[config.mk]
export PLATFORM = sky130hd
export DESIGN_NAME = mcycle_controller
export DESIGN_NICKNAME = d
export VERILOG_FILES = /design/src/rtl/mcycle_controller.sv
export SDC_FILE = /design/constraint.sdc
export NUM_CORES = 1
export LEC_CHECK = 0
export ABC_AREA = 1
export BUFFER_PORTS_ARGS = -buffer_cell sky130_fd_sc_hd__buf_2
export CAP_MARGIN = 25
export CORE_MARGIN = 5
export CORE_UTILIZATION = 25
export CTS_BUF_LIST = sky130_fd_sc_hd__clkbuf_4 sky130_fd_sc_hd__clkbuf_8
export CTS_CLUSTER_DIAMETER = 200
export DETAILED_ROUTE_END_ITERATION = 10
export GPL_TIMING_DRIVEN = 0
export PLACE_DENSITY = 0.45
export SLEW_MARGIN = 20
export SYNTH_ARGS = -nofsm -noshare
export SYNTH_HDL_FRONTEND = slang
export SYNTH_SLANG_ARGS = --single-unit
[constraint.sdc]
create_clock -name clk -period 1.6 [get_ports clk]
set_input_delay 0.24 -clock clk [delete_from_list [all_inputs] [get_ports clk]]
set_output_delay 0.24 -clock clk [all_outputs]
set_load 0.02 [all_outputs]
[src/rtl/mcycle_controller.sv]
// mcycle_controller: main control FSM for the multicycle ARM core.
// One state machine sequences fetch, decode, memory, ALU, branch and a
// parametrised multiply, with integrated condition logic and flag register.
//
// Ports:
//   clk          rising-edge clock
//   reset        asynchronous active-low reset
//   Instr        instruction register contents
//   ALUFlags     {N,Z,C,V} from the ALU, sampled at the end of EXECR/EXECI
//   MemReady     memory handshake, 1 = access completes this cycle
//   PCWrite, MemWrite, RegWrite, IRWrite   datapath write enables
//   AdrSrc, ALUSrcA, ALUSrcB, RegSrc, ImmSrc, ResultSrc, ALUControl  selects
//   MulStart     one-cycle start pulse to the multiplier
//   Busy         high in every state except FETCH
module mcycle_controller #(
    parameter int unsigned MUL_CYCLES = 4,
    parameter bit          EN_MUL     = 1'b1
) (
    input  logic        clk,
    input  logic        reset,
    input  logic [31:0] Instr,
    input  logic [3:0]  ALUFlags,
    input  logic        MemReady,
    output logic        PCWrite,
    output logic        MemWrite,
    output logic        RegWrite,
    output logic        IRWrite,
    output logic        AdrSrc,
    output logic        ALUSrcA,
    output logic [1:0]  RegSrc,
    output logic [1:0]  ALUSrcB,
    output logic [1:0]  ImmSrc,
    output logic [1:0]  ResultSrc,
    output logic [2:0]  ALUControl,
    output logic        MulStart,
    output logic        Busy
);

    localparam int unsigned CNT_W = 4;
    localparam logic [CNT_W-1:0] CNT_INIT = CNT_W'(MUL_CYCLES - 1);

    typedef enum logic [3:0] {
        S_FETCH  = 4'd0,
        S_DECODE = 4'd1,
        S_MEMADR = 4'd2,
        S_MEMRD  = 4'd3,
        S_MEMWB  = 4'd4,
        S_MEMWR  = 4'd5,
        S_EXECR  = 4'd6,
        S_EXECI  = 4'd7,
        S_ALUWB  = 4'd8,
        S_BRANCH = 4'd9,
        S_MULEX  = 4'd10
    } state_t;

    state_t           state_q, state_d;
    logic [3:0]       flags_q, flags_d;
    logic [CNT_W-1:0] cnt_q, cnt_d;

    logic [1:0] op;
    logic [3:0] cmd;
    logic [3:0] cond;
    logic [3:0] rd;
    logic       mul_pat, is_mul;
    logic [2:0] alu_ctl;
    logic       cmd_ok, is_cmp, is_arith;
    logic       cond_ex;
    logic       unused_instr_bits;

    // Instruction field decode
    assign op       = Instr[27:26];
    assign cmd      = Instr[24:21];
    assign cond     = Instr[31:28];
    assign mul_pat  = (op == 2'b00) && (Instr[25:22] == 4'b0000) && (Instr[7:4] == 4'b1001);
    assign is_mul   = EN_MUL && mul_pat;
    // MUL places its destination in [19:16]; data-processing in [15:12]
    assign rd       = is_mul ? Instr[19:16] : Instr[15:12];
    assign RegSrc   = {op == 2'b01, op == 2'b10};
    assign ImmSrc   = op;
    assign Busy     = (state_q != S_FETCH);
    assign unused_instr_bits = ^{Instr[11:8], Instr[3:0]};

    // ALU operation decode; CMP reuses SUB
    always_comb begin
        alu_ctl  = 3'b000;
        cmd_ok   = 1'b1;
        is_cmp   = 1'b0;
        is_arith = 1'b0;
        case (cmd)
            4'b0100: begin alu_ctl = 3'b000; is_arith = 1'b1; end
            4'b0010: begin alu_ctl = 3'b001; is_arith = 1'b1; end
            4'b0000: alu_ctl = 3'b010;
            4'b1100: alu_ctl = 3'b011;
            4'b0001: alu_ctl = 3'b100;
            4'b1010: begin alu_ctl = 3'b001; is_arith = 1'b1; is_cmp = 1'b1; end
            default: cmd_ok = 1'b0;
        endcase
    end

    // ARM condition evaluation against the stored flags {N,Z,C,V}
    always_comb begin
        cond_ex = 1'b0;
        case (cond)
            4'b0000: cond_ex = flags_q[2];
            4'b0001: cond_ex = !flags_q[2];
            4'b0010: cond_ex = flags_q[1];
            4'b0011: cond_ex = !flags_q[1];
            4'b0100: cond_ex = flags_q[3];
            4'b0101: cond_ex = !flags_q[3];
            4'b0110: cond_ex = flags_q[0];
            4'b0111: cond_ex = !flags_q[0];
            4'b1000: cond_ex = flags_q[1] && !flags_q[2];
            4'b1001: cond_ex = !flags_q[1] || flags_q[2];
            4'b1010: cond_ex = (flags_q[3] == flags_q[0]);
            4'b1011: cond_ex = (flags_q[3] != flags_q[0]);
            4'b1100: cond_ex = !flags_q[2] && (flags_q[3] == flags_q[0]);
            4'b1101: cond_ex = flags_q[2] || (flags_q[3] != flags_q[0]);
            4'b1110: cond_ex = 1'b1;
            default: cond_ex = 1'b0;
        endcase
    end

    // State, flag and multiply-counter registers
    always_ff @(posedge clk or negedge reset) begin
        if (!reset) begin
            state_q <= S_FETCH;
            flags_q <= '0;
            cnt_q   <= '0;
        end else begin
            state_q <= state_d;
            flags_q <= flags_d;
            cnt_q   <= cnt_d;
        end
    end

    // Next-state and output decode
    always_comb begin
        state_d    = state_q;
        flags_d    = flags_q;
        cnt_d      = cnt_q;
        PCWrite    = 1'b0;
        MemWrite   = 1'b0;
        RegWrite   = 1'b0;
        IRWrite    = 1'b0;
        AdrSrc     = 1'b0;
        ALUSrcA    = 1'b0;
        ALUSrcB    = 2'b00;
        ResultSrc  = 2'b00;
        ALUControl = 3'b000;
        MulStart   = 1'b0;
        case (state_q)
            S_FETCH: begin
                ALUSrcA   = 1'b1;
                ALUSrcB   = 2'b10;
                ResultSrc = 2'b10;
                IRWrite   = MemReady;
                PCWrite   = MemReady;
                if (MemReady) state_d = S_DECODE;
            end
            S_DECODE: begin
                ALUSrcA   = 1'b1;
                ALUSrcB   = 2'b10;
                ResultSrc = 2'b10;
                case (op)
                    2'b01: state_d = S_MEMADR;
                    2'b10: state_d = S_BRANCH;
                    2'b00: begin
                        if (Instr[25])     state_d = S_EXECI;
                        else if (is_mul) begin
                            state_d = S_MULEX;
                            cnt_d   = CNT_INIT;
                        end
                        else if (mul_pat)  state_d = S_FETCH;
                        else               state_d = S_EXECR;
                    end
                    default: state_d = S_FETCH;
                endcase
            end
            S_MEMADR: begin
                ALUSrcB = 2'b01;
                state_d = Instr[20] ? S_MEMRD : S_MEMWR;
            end
            S_MEMRD: begin
                AdrSrc = 1'b1;
                if (MemReady) state_d = S_MEMWB;
            end
            S_MEMWB: begin
                ResultSrc = 2'b01;
                RegWrite  = cond_ex;
                state_d   = S_FETCH;
            end
            S_MEMWR: begin
                AdrSrc   = 1'b1;
                MemWrite = cond_ex;
                if (MemReady) state_d = S_FETCH;
            end
            S_EXECR, S_EXECI: begin
                ALUSrcB    = (state_q == S_EXECI) ? 2'b01 : 2'b00;
                ALUControl = alu_ctl;
                state_d    = (cmd_ok && !is_cmp) ? S_ALUWB : S_FETCH;
                if (cmd_ok && (Instr[20] || is_cmp) && cond_ex) begin
                    flags_d[3:2] = ALUFlags[3:2];
                    if (is_arith) flags_d[1:0] = ALUFlags[1:0];
                end
            end
            S_ALUWB: begin
                ResultSrc = is_mul ? 2'b11 : 2'b00;
                if (rd == 4'd15) PCWrite  = cond_ex;
                else             RegWrite = cond_ex;
                state_d = S_FETCH;
            end
            S_BRANCH: begin
                ALUSrcB   = 2'b01;
                ResultSrc = 2'b10;
                PCWrite   = cond_ex;
                state_d   = S_FETCH;
            end
            S_MULEX: begin
                MulStart = (cnt_q == CNT_INIT);
                if (cnt_q == '0) state_d = S_ALUWB;
                else             cnt_d   = cnt_q - CNT_W'(1);
            end
            default: state_d = S_FETCH;
        endcase
        // No write enable or start pulse may escape while reset is held
        if (!reset) begin
            PCWrite  = 1'b0;
            MemWrite = 1'b0;
            RegWrite = 1'b0;
            IRWrite  = 1'b0;
            MulStart = 1'b0;
        end
    end

endmodule

# Word-level counts from Yosys, hierarchy flattened
# Index checks and enable logic that the tools add are counted.
totals:
  out_inout_bits: 19
  input_bits: 39
  register_bits: 12
  elab_cells: 124
classes:
  n_mux: 40
  n_eq_ne: 44
  reduce_logical: 35
  addsub: 1
ops:
  columns: ["operator", "count"]
  rows:
  - ["$eq 4x4->1 const B", 14]
  - ["$mux 4", 12]
  - ["$eq 4x3->1 const B", 9]
  - ["$pmux 4 s7", 1]
  - ["$eq 4x2->1 const B", 6]
  - ["$logic_not 4->1", 5]
  - ["$mux 1", 16]
  - ["$ne 2x2->1 const B", 8]
  - ["$pmux 1 s15", 1]
  - ["$eq 4x1->1 const B", 3]
  - ["$pmux 2 s3", 2]
  - ["$pmux 3 s4", 1]
  - ["$pmux 4 s3", 1]
  - ["$reduce_or 2->1", 5]
  - ["$pmux 4 s2", 1]
  - ["$logic_and 1x1->1", 7]
  - ["$mux 3", 2]
  - ["$reduce_or 3->1", 2]
  - ["$reduce_or 6->1", 1]
  - ["$logic_not 1->1", 5]
  - ["$reduce_and 5->1", 1]
  - ["$reduce_and 4->1", 1]
  - ["$reduce_bool 4->1", 1]
  - ["$sub 4x1->4 const B", 1]
  - ["other kinds (12)", 14]

# Depth between registers and ports, before layout
logic_depth:
  word_depth: 8
  mapped_depth: 11
  depth_no_buf: 11

# Worst setup path before layout
# OpenSTA, ideal clock, no wires.
synth_timing:
  path_kind: "reg2out"
  start: "register flags_q[0]"
  end: "output port RegWrite"
  n_path_buf: 0
  arrival_time_ns: 1.361
  stages_incl_launch_ff: 10
  t_required_ns: 1.360
  slack_ns: -0.001
  path_cell_list: "dfrtp_1 -> inv_1 -> nand2_1 -> nand2_1 -> nand2_1 -> a21boi_0 -> nor2_1 -> nand3_2 -> nand2_1 -> a21oi_1"
synth_via:
  elab_chain_len: 6
  word_cells_on_any_way: 9
  classes_between: "eq/ne (2); mux (4); reduce/logical (3)"
synth_rtl:
  columns: ["item", "line", "rtl"]
  rows:
  - ["from (decl)", "57", "logic [3:0] flags_q, flags_d;"]
  - ["from (signal assigned)", "131", "flags_q <= flags_d;"]
  - ["$ne 1x1->1 or $eq 1x1->1 (tied branches)", null, null]
  - ["$logic_or 1x1->1 or $logic_and 1x1->1 (tied branches)", "117, 116", null]
  - ["$pmux 1 s15 (*)", "103", "case (cond)"]
  - ["$mux 1", "208", "if (rd == 4'd15) PCWrite = cond_ex;"]
  - ["$pmux 1 s2 (*)", "151", "case (state_q)"]
  - ["$mux 1 (*)", "226", "if (!reset) begin"]
  - ["to (decl)", "26", "output logic RegWrite,"]
# Mark *: on every way between the ends. The rest lies on a longest branch, timed or not.

# Worst setup path in the final report
layout_timing:
  start: "register flags_q[3]"
  end: "output port PCWrite"
layout_via:
  elab_chain_len: 6
  word_cells_on_any_way: 9
  classes_between: "eq/ne (2); mux (4); reduce/logical (3)"
layout_rtl:
  columns: ["item", "line", "rtl"]
  rows:
  - ["$ne 1x1->1 or $eq 1x1->1 (tied branches)", null, null]
  - ["$logic_or 1x1->1 or $logic_and 1x1->1 (tied branches)", "117, 116", null]
  - ["$pmux 1 s15 (*)", "103", null]
  - ["$mux 1", "208", null]
  - ["$pmux 1 s3 (*)", "151", null]
  - ["$mux 1 (*)", "226", null]
  - ["to (decl)", "24", "output logic PCWrite,"]
# Marked as above.

==> flow_summary.html <==
<table>
<tr><th>Metric</th><th>Value</th></tr>
<tr><th colspan="2">Status</th></tr>
<tr><td>Result of the run</td><td>complete, but fails checks</td></tr>
<tr><td>Violations in the final reports</td><td>setup timing</td></tr>
<tr><th colspan="2">Critical path</th></tr>
<tr><td>Element type at the critical path end</td><td>primary output</td></tr>
<tr><td>Worst Path Arrival</td><td>1.55 ns</td></tr>
<tr><td>Startpoint-to-endpoint class of the critical path</td><td>reg -&gt; out</td></tr>
<tr><td>R2R depth</td><td>10</td></tr>
<tr><td>Critical path launch point type</td><td>flip-flop</td></tr>
<tr><td>Beginning of the critical path</td><td>flags_q[3]</td></tr>
<tr><td>Worst EP required</td><td>1.36 ns</td></tr>
<tr><td>Reg-to-Reg End</td><td>cnt_q[0]</td></tr>
<tr><td>Worst Path Max Fanout</td><td>4</td></tr>
<tr><td>Stage delay of the slowest cell on the critical path</td><td>0.42 ns</td></tr>
<tr><td>Reg2Reg Launch Point</td><td>state_q[3]</td></tr>
<tr><td>Termination of the worst setup path</td><td>PCWrite</td></tr>
<tr><td>R2R setup slack</td><td>0.02 ns</td></tr>
<tr><td>Ordered cell list for the critical path</td><td>inv_2 &gt; nand2_4 &gt; nand2_1 &gt; nand2_1 &gt; a21boi_1 &gt; nor2_1 &gt; nand3_2 &gt; nand2_4 &gt; o21ai_2 &gt; buf_6</td></tr>
<tr><td>Worst-path cell with the longest stage delay</td><td>sky130_fd_sc_hd__dfrtp_1</td></tr>
<tr><th colspan="2">Yosys</th></tr>
<tr><td>Fraction of the yosys area taken by sequential cells</td><td>23.5%</td></tr>
<tr><td>Mean post-synth cell area</td><td>6.11 um^2</td></tr>
<tr><td>Count of state elements after synthesis</td><td>12</td></tr>
<tr><td>Number of distinct library cells after synthesis</td><td>30</td></tr>
<tr><td>Most frequent cells after synthesis</td><td>sky130_fd_sc_hd__nand2_1, sky130_fd_sc_hd__inv_1, sky130_fd_sc_hd__nor2_1</td></tr>
<tr><td>Post-synth top area cell</td><td>sky130_fd_sc_hd__dfrtp_1</td></tr>
<tr><td>Dominant cell by count in the synthesized netlist</td><td>sky130_fd_sc_hd__nand2_1</td></tr>
<tr><td>Synth Warn #</td><td>0</td></tr>
<tr><td>Summed instance area of the synthesized netlist</td><td>1280 um^2</td></tr>
<tr><td>Total nets after synthesis</td><td>250</td></tr>
<tr><td>Fraction of registers with async set/reset</td><td>100%</td></tr>
<tr><td>Synthesized instance count</td><td>209</td></tr>
<tr><td>Most area-consuming cells after synthesis</td><td>sky130_fd_sc_hd__dfrtp_1, sky130_fd_sc_hd__nand2_1, sky130_fd_sc_hd__nand3_1</td></tr>
<tr><td>Number of flops mapped to enable cells by yosys</td><td>0</td></tr>
<tr><td>Top-area cell type share of the netlist area</td><td>23.5%</td></tr>
<tr><td>Top flip-flop cell by instance count after synthesis</td><td>sky130_fd_sc_hd__dfrtp_1</td></tr>
<tr><th colspan="2">Placed design</th></tr>
<tr><td>Number of buffer cells added on primary ports</td><td>48</td></tr>
<tr><td>Instance area after placement</td><td>1610 um^2</td></tr>
<tr><td>Final weighted congestion in routability-driven placement</td><td>0.808</td></tr>
<tr><td>Detailed Place HPWL</td><td>3060 um</td></tr>
<tr><th colspan="2">Timing</th></tr>
<tr><td>Period utilization</td><td>112%</td></tr>
<tr><td># setup viols final</td><td>4</td></tr>
<tr><td>Setup repair after global routing missed its margin</td><td>yes</td></tr>
<tr><td>Peak clock frequency supported by timing</td><td>559 MHz</td></tr>
<tr><td>Worst slew pin tran</td><td>0.548 ns</td></tr>
<tr><td>Final Skew</td><td>0.00304 ns</td></tr>
<tr><td>Final-layout setup total negative slack</td><td>-0.645 ns</td></tr>
<tr><td>Final critical-path setup slack</td><td>-0.190 ns</td></tr>
<tr><td>Pins over their slew limit</td><td>0</td></tr>
<tr><td>Hold WS</td><td>0.242 ns</td></tr>
<tr><td>Hold Fails Final Rpt</td><td>0</td></tr>
<tr><td>Final min period</td><td>1.79 ns</td></tr>
<tr><td>Normalized max-slew margin</td><td>63.4%</td></tr>
<tr><th colspan="2">Global route</th></tr>
<tr><td>Antenna violations before repair</td><td>0</td></tr>
<tr><td>Grt ovf</td><td>0</td></tr>
<tr><td>Vias in the first global route</td><td>1472</td></tr>
<tr><td>First-pass GRT wire length</td><td>6530 um</td></tr>
<tr><td>GRT Resource Usage Total</td><td>12.3%</td></tr>
<tr><td>Pin count of the biggest net entering global routing</td><td>13</td></tr>
<tr><th colspan="2">Drt</th></tr>
<tr><td>Post-route ant nets</td><td>0</td></tr>
<tr><td>Routed via count divided by cell count</td><td>4.45</td></tr>
<tr><td>Post-detailed-route wirelength per cell</td><td>11.3 um</td></tr>
<tr><td>DRT Pass-1 Iters</td><td>4</td></tr>
<tr><td>Vias after detailed routing</td><td>1543</td></tr>
<tr><td>Aggregate routed wire length</td><td>3940 um</td></tr>
<tr><td>Starting DRT DRC Count</td><td>33</td></tr>
<tr><td>Final routed DRC violation total</td><td>0</td></tr>
<tr><th colspan="2">Power</th></tr>
<tr><td>Power Density</td><td>1090 nW/um^2</td></tr>
<tr><td>Largest voltage drop on the vdd net</td><td>0.587 mV</td></tr>
<tr><td>Leakage Power</td><td>1.00 nW</td></tr>
<tr><td>Pwr Total</td><td>2.15 mW</td></tr>
<tr><th colspan="2">Clocking</th></tr>
<tr><td>Clock network latency to the later pin of the worst-skew pair</td><td>0.24 ns</td></tr>
<tr><td>Clock tree from TritonCTS</td><td>yes</td></tr>
<tr><td>Maximum clock path buffer count</td><td>2</td></tr>
<tr><td>Clock-pin slew on the worst setup and hold paths</td><td>0.05 ns</td></tr>
<tr><td>Num CTS Buffers</td><td>3</td></tr>
<tr><td>Cell chosen for the clock root</td><td>sky130_fd_sc_hd__clkbuf_8</td></tr>
<tr><td>Clk sink count</td><td>12</td></tr>
<tr><td>CTS H-tree depth</td><td>1</td></tr>
<tr><th colspan="2">Floorplan</th></tr>
<tr><td>Number of standard-cell rows in the floorplan</td><td>26</td></tr>
<tr><td>Die area</td><td>6640 um^2</td></tr>
<tr><td>Initial core utilization</td><td>25.3%</td></tr>
<tr><td>Die Width</td><td>81.5 um</td></tr>
<tr><td>Die span in y</td><td>81.5 um</td></tr>
<tr><td>Placeable Area</td><td>5040 um^2</td></tr>
<tr><td>Count of pins on the block boundary</td><td>58</td></tr>
<tr><th colspan="2">Finish</th></tr>
<tr><td>Fill cell count</td><td>555</td></tr>
<tr><td>Total area of multi-input combinational cells</td><td>936 um^2</td></tr>
<tr><td>N_diodes</td><td>0</td></tr>
<tr><td>Sequential cell area in the final layout</td><td>303 um^2</td></tr>
<tr><td>Fraction of final layout cells sized beyond drive strength 1</td><td>43.3%</td></tr>
<tr><td>Number of nets in the layout</td><td>319</td></tr>
<tr><td>Fin area</td><td>1970 um^2</td></tr>
<tr><td>Area overhead of the layout relative to synthesis</td><td>54.6%</td></tr>
<tr><th colspan="2">Min path</th></tr>
<tr><td>Class of the most critical hold timing path</td><td>in -&gt; reg</td></tr>
<tr><th colspan="2">Flow run</th></tr>
<tr><td>Max Cap Violations</td><td>0</td></tr>
</table>
-- worst max-delay path, delay by kind of cell, from the launching register on --
kind,cells,cell delay (ns)
AO/OA/AOI/OAI,2,0.27
AND/OR/NAND/NOR,6,0.41
flip-flops,1,0.42
buffers and inverters,2,0.22
-- final cells by class --
class | instances | area share, %
Buffer | 4 | 1.58
Tap cell | 70 | 4.44
Multi-Input combinational cell | 158 | 47.4
Clock buffer | 4 | 2.79
Inverter | 34 | 7.10
Timing Repair Buffer | 65 | 21.4
Sequential cell | 12 | 15.3
-- cell families (layout without fill, tap and decap cells) --
logic type | after synthesis | count (layout) | share of synthesized area (%)
flops | 12 | 12 | 23.5
simple gates | 130 | 130 | 48.7
xor+xnor | 2 | 2 | 1.37
buf+inv | 39 | 107 | 13.0
compound gates | 24 | 24 | 11.5
fa+ha+maj | 2 | 2 | 1.96
-- worst min-delay path by stage --
| stage | slack, ns | endpoint | depth (start not counted) | start |
|---|---|---|---|---|
| 2_1_floorplan | -0.06 | cnt_q[0] | 0 | reset |
| 3_3_place_gp | 0.16 | cnt_q[2] | 1 | reset |
| 3_5_place_dp | 0.16 | cnt_q[3] | 1 | reset |
| 4_1_cts | 0.24 | flags_q[3] | 3 | ALUFlags[3] |
| 5_1_grt | 0.25 | flags_q[3] | 3 | ALUFlags[3] |
| 6_report | 0.24 | flags_q[3] | 3 | ALUFlags[3] |
-- layer usage --
metal / GRT usage (%) / share of wire (%) / vias to the layer above / routed length (um)
li1: - / - / 809 / -
met1: 16.9 / 47 / 691 / 1830
met3: 1.75 / 5.4 / 4 / 212
met4: 4.05 / 0.97 / 0 / 38
met5: 0 / 0 / - / 0
met2: 19.9 / 47 / 39 / 1850
-- layout by cell type, fill, tap and decap left out, types with 8 or more instances in the layout --
cell type / instances
sky130_fd_sc_hd__buf_4: 21
sky130_fd_sc_hd__dfrtp_1: 10
sky130_fd_sc_hd__inv_1: 23
sky130_fd_sc_hd__nand2_1: 46
sky130_fd_sc_hd__buf_2: 39
sky130_fd_sc_hd__nor2_1: 24
sky130_fd_sc_hd__inv_2: 9
sky130_fd_sc_hd__nor2_4: 8
sky130_fd_sc_hd__nand3_1: 21
sky130_fd_sc_hd__buf_6: 8
-- registers in the layout (all words and copies together) (netlist names) --
signal   cells
state_q      4
flags_q      4
cnt_q        4
-- what timing repair did --
| action | in CTS | in global routing |
|---|---|---|
| hold buffers | 1 | 0 |
| buffers inserted | 4 | 12 |
| hold endpoints to repair | 12 | 0 |
| pin swaps | 5 | 9 |
| resized for setup | 31 | 31 |
| setup endpoints to repair | 11 | 16 |
-- per-stage QoR --
| step | setup slack, ns | cells | utilization [%] |
|---|---|---|---|
| detailed placement | -0.201 | 327 | 31.9 |
| global placement | -0.228 | 327 | 31.9 |
| floorplan | 0.00247 | 209 | - |
| global route | -0.303 | 347 | 39.2 |
| finish | -0.190 | 347 | 39.2 |
| CTS | -0.218 | 335 | 35.3 |
-- report_power, final --
part / internal (mW) / total [mW] / switching (mW) / leakage [nW]
combinational: 0.581 / 1.38 / 0.796 / 0.815
sequential: 0.364 / 0.445 / 0.0810 / 0.160
clock: 0.217 / 0.325 / 0.108 / 0.0288
total: 1.16 / 2.15 / 0.985 / 1.00
Note: power is estimated with default switching activity, not from simulation.
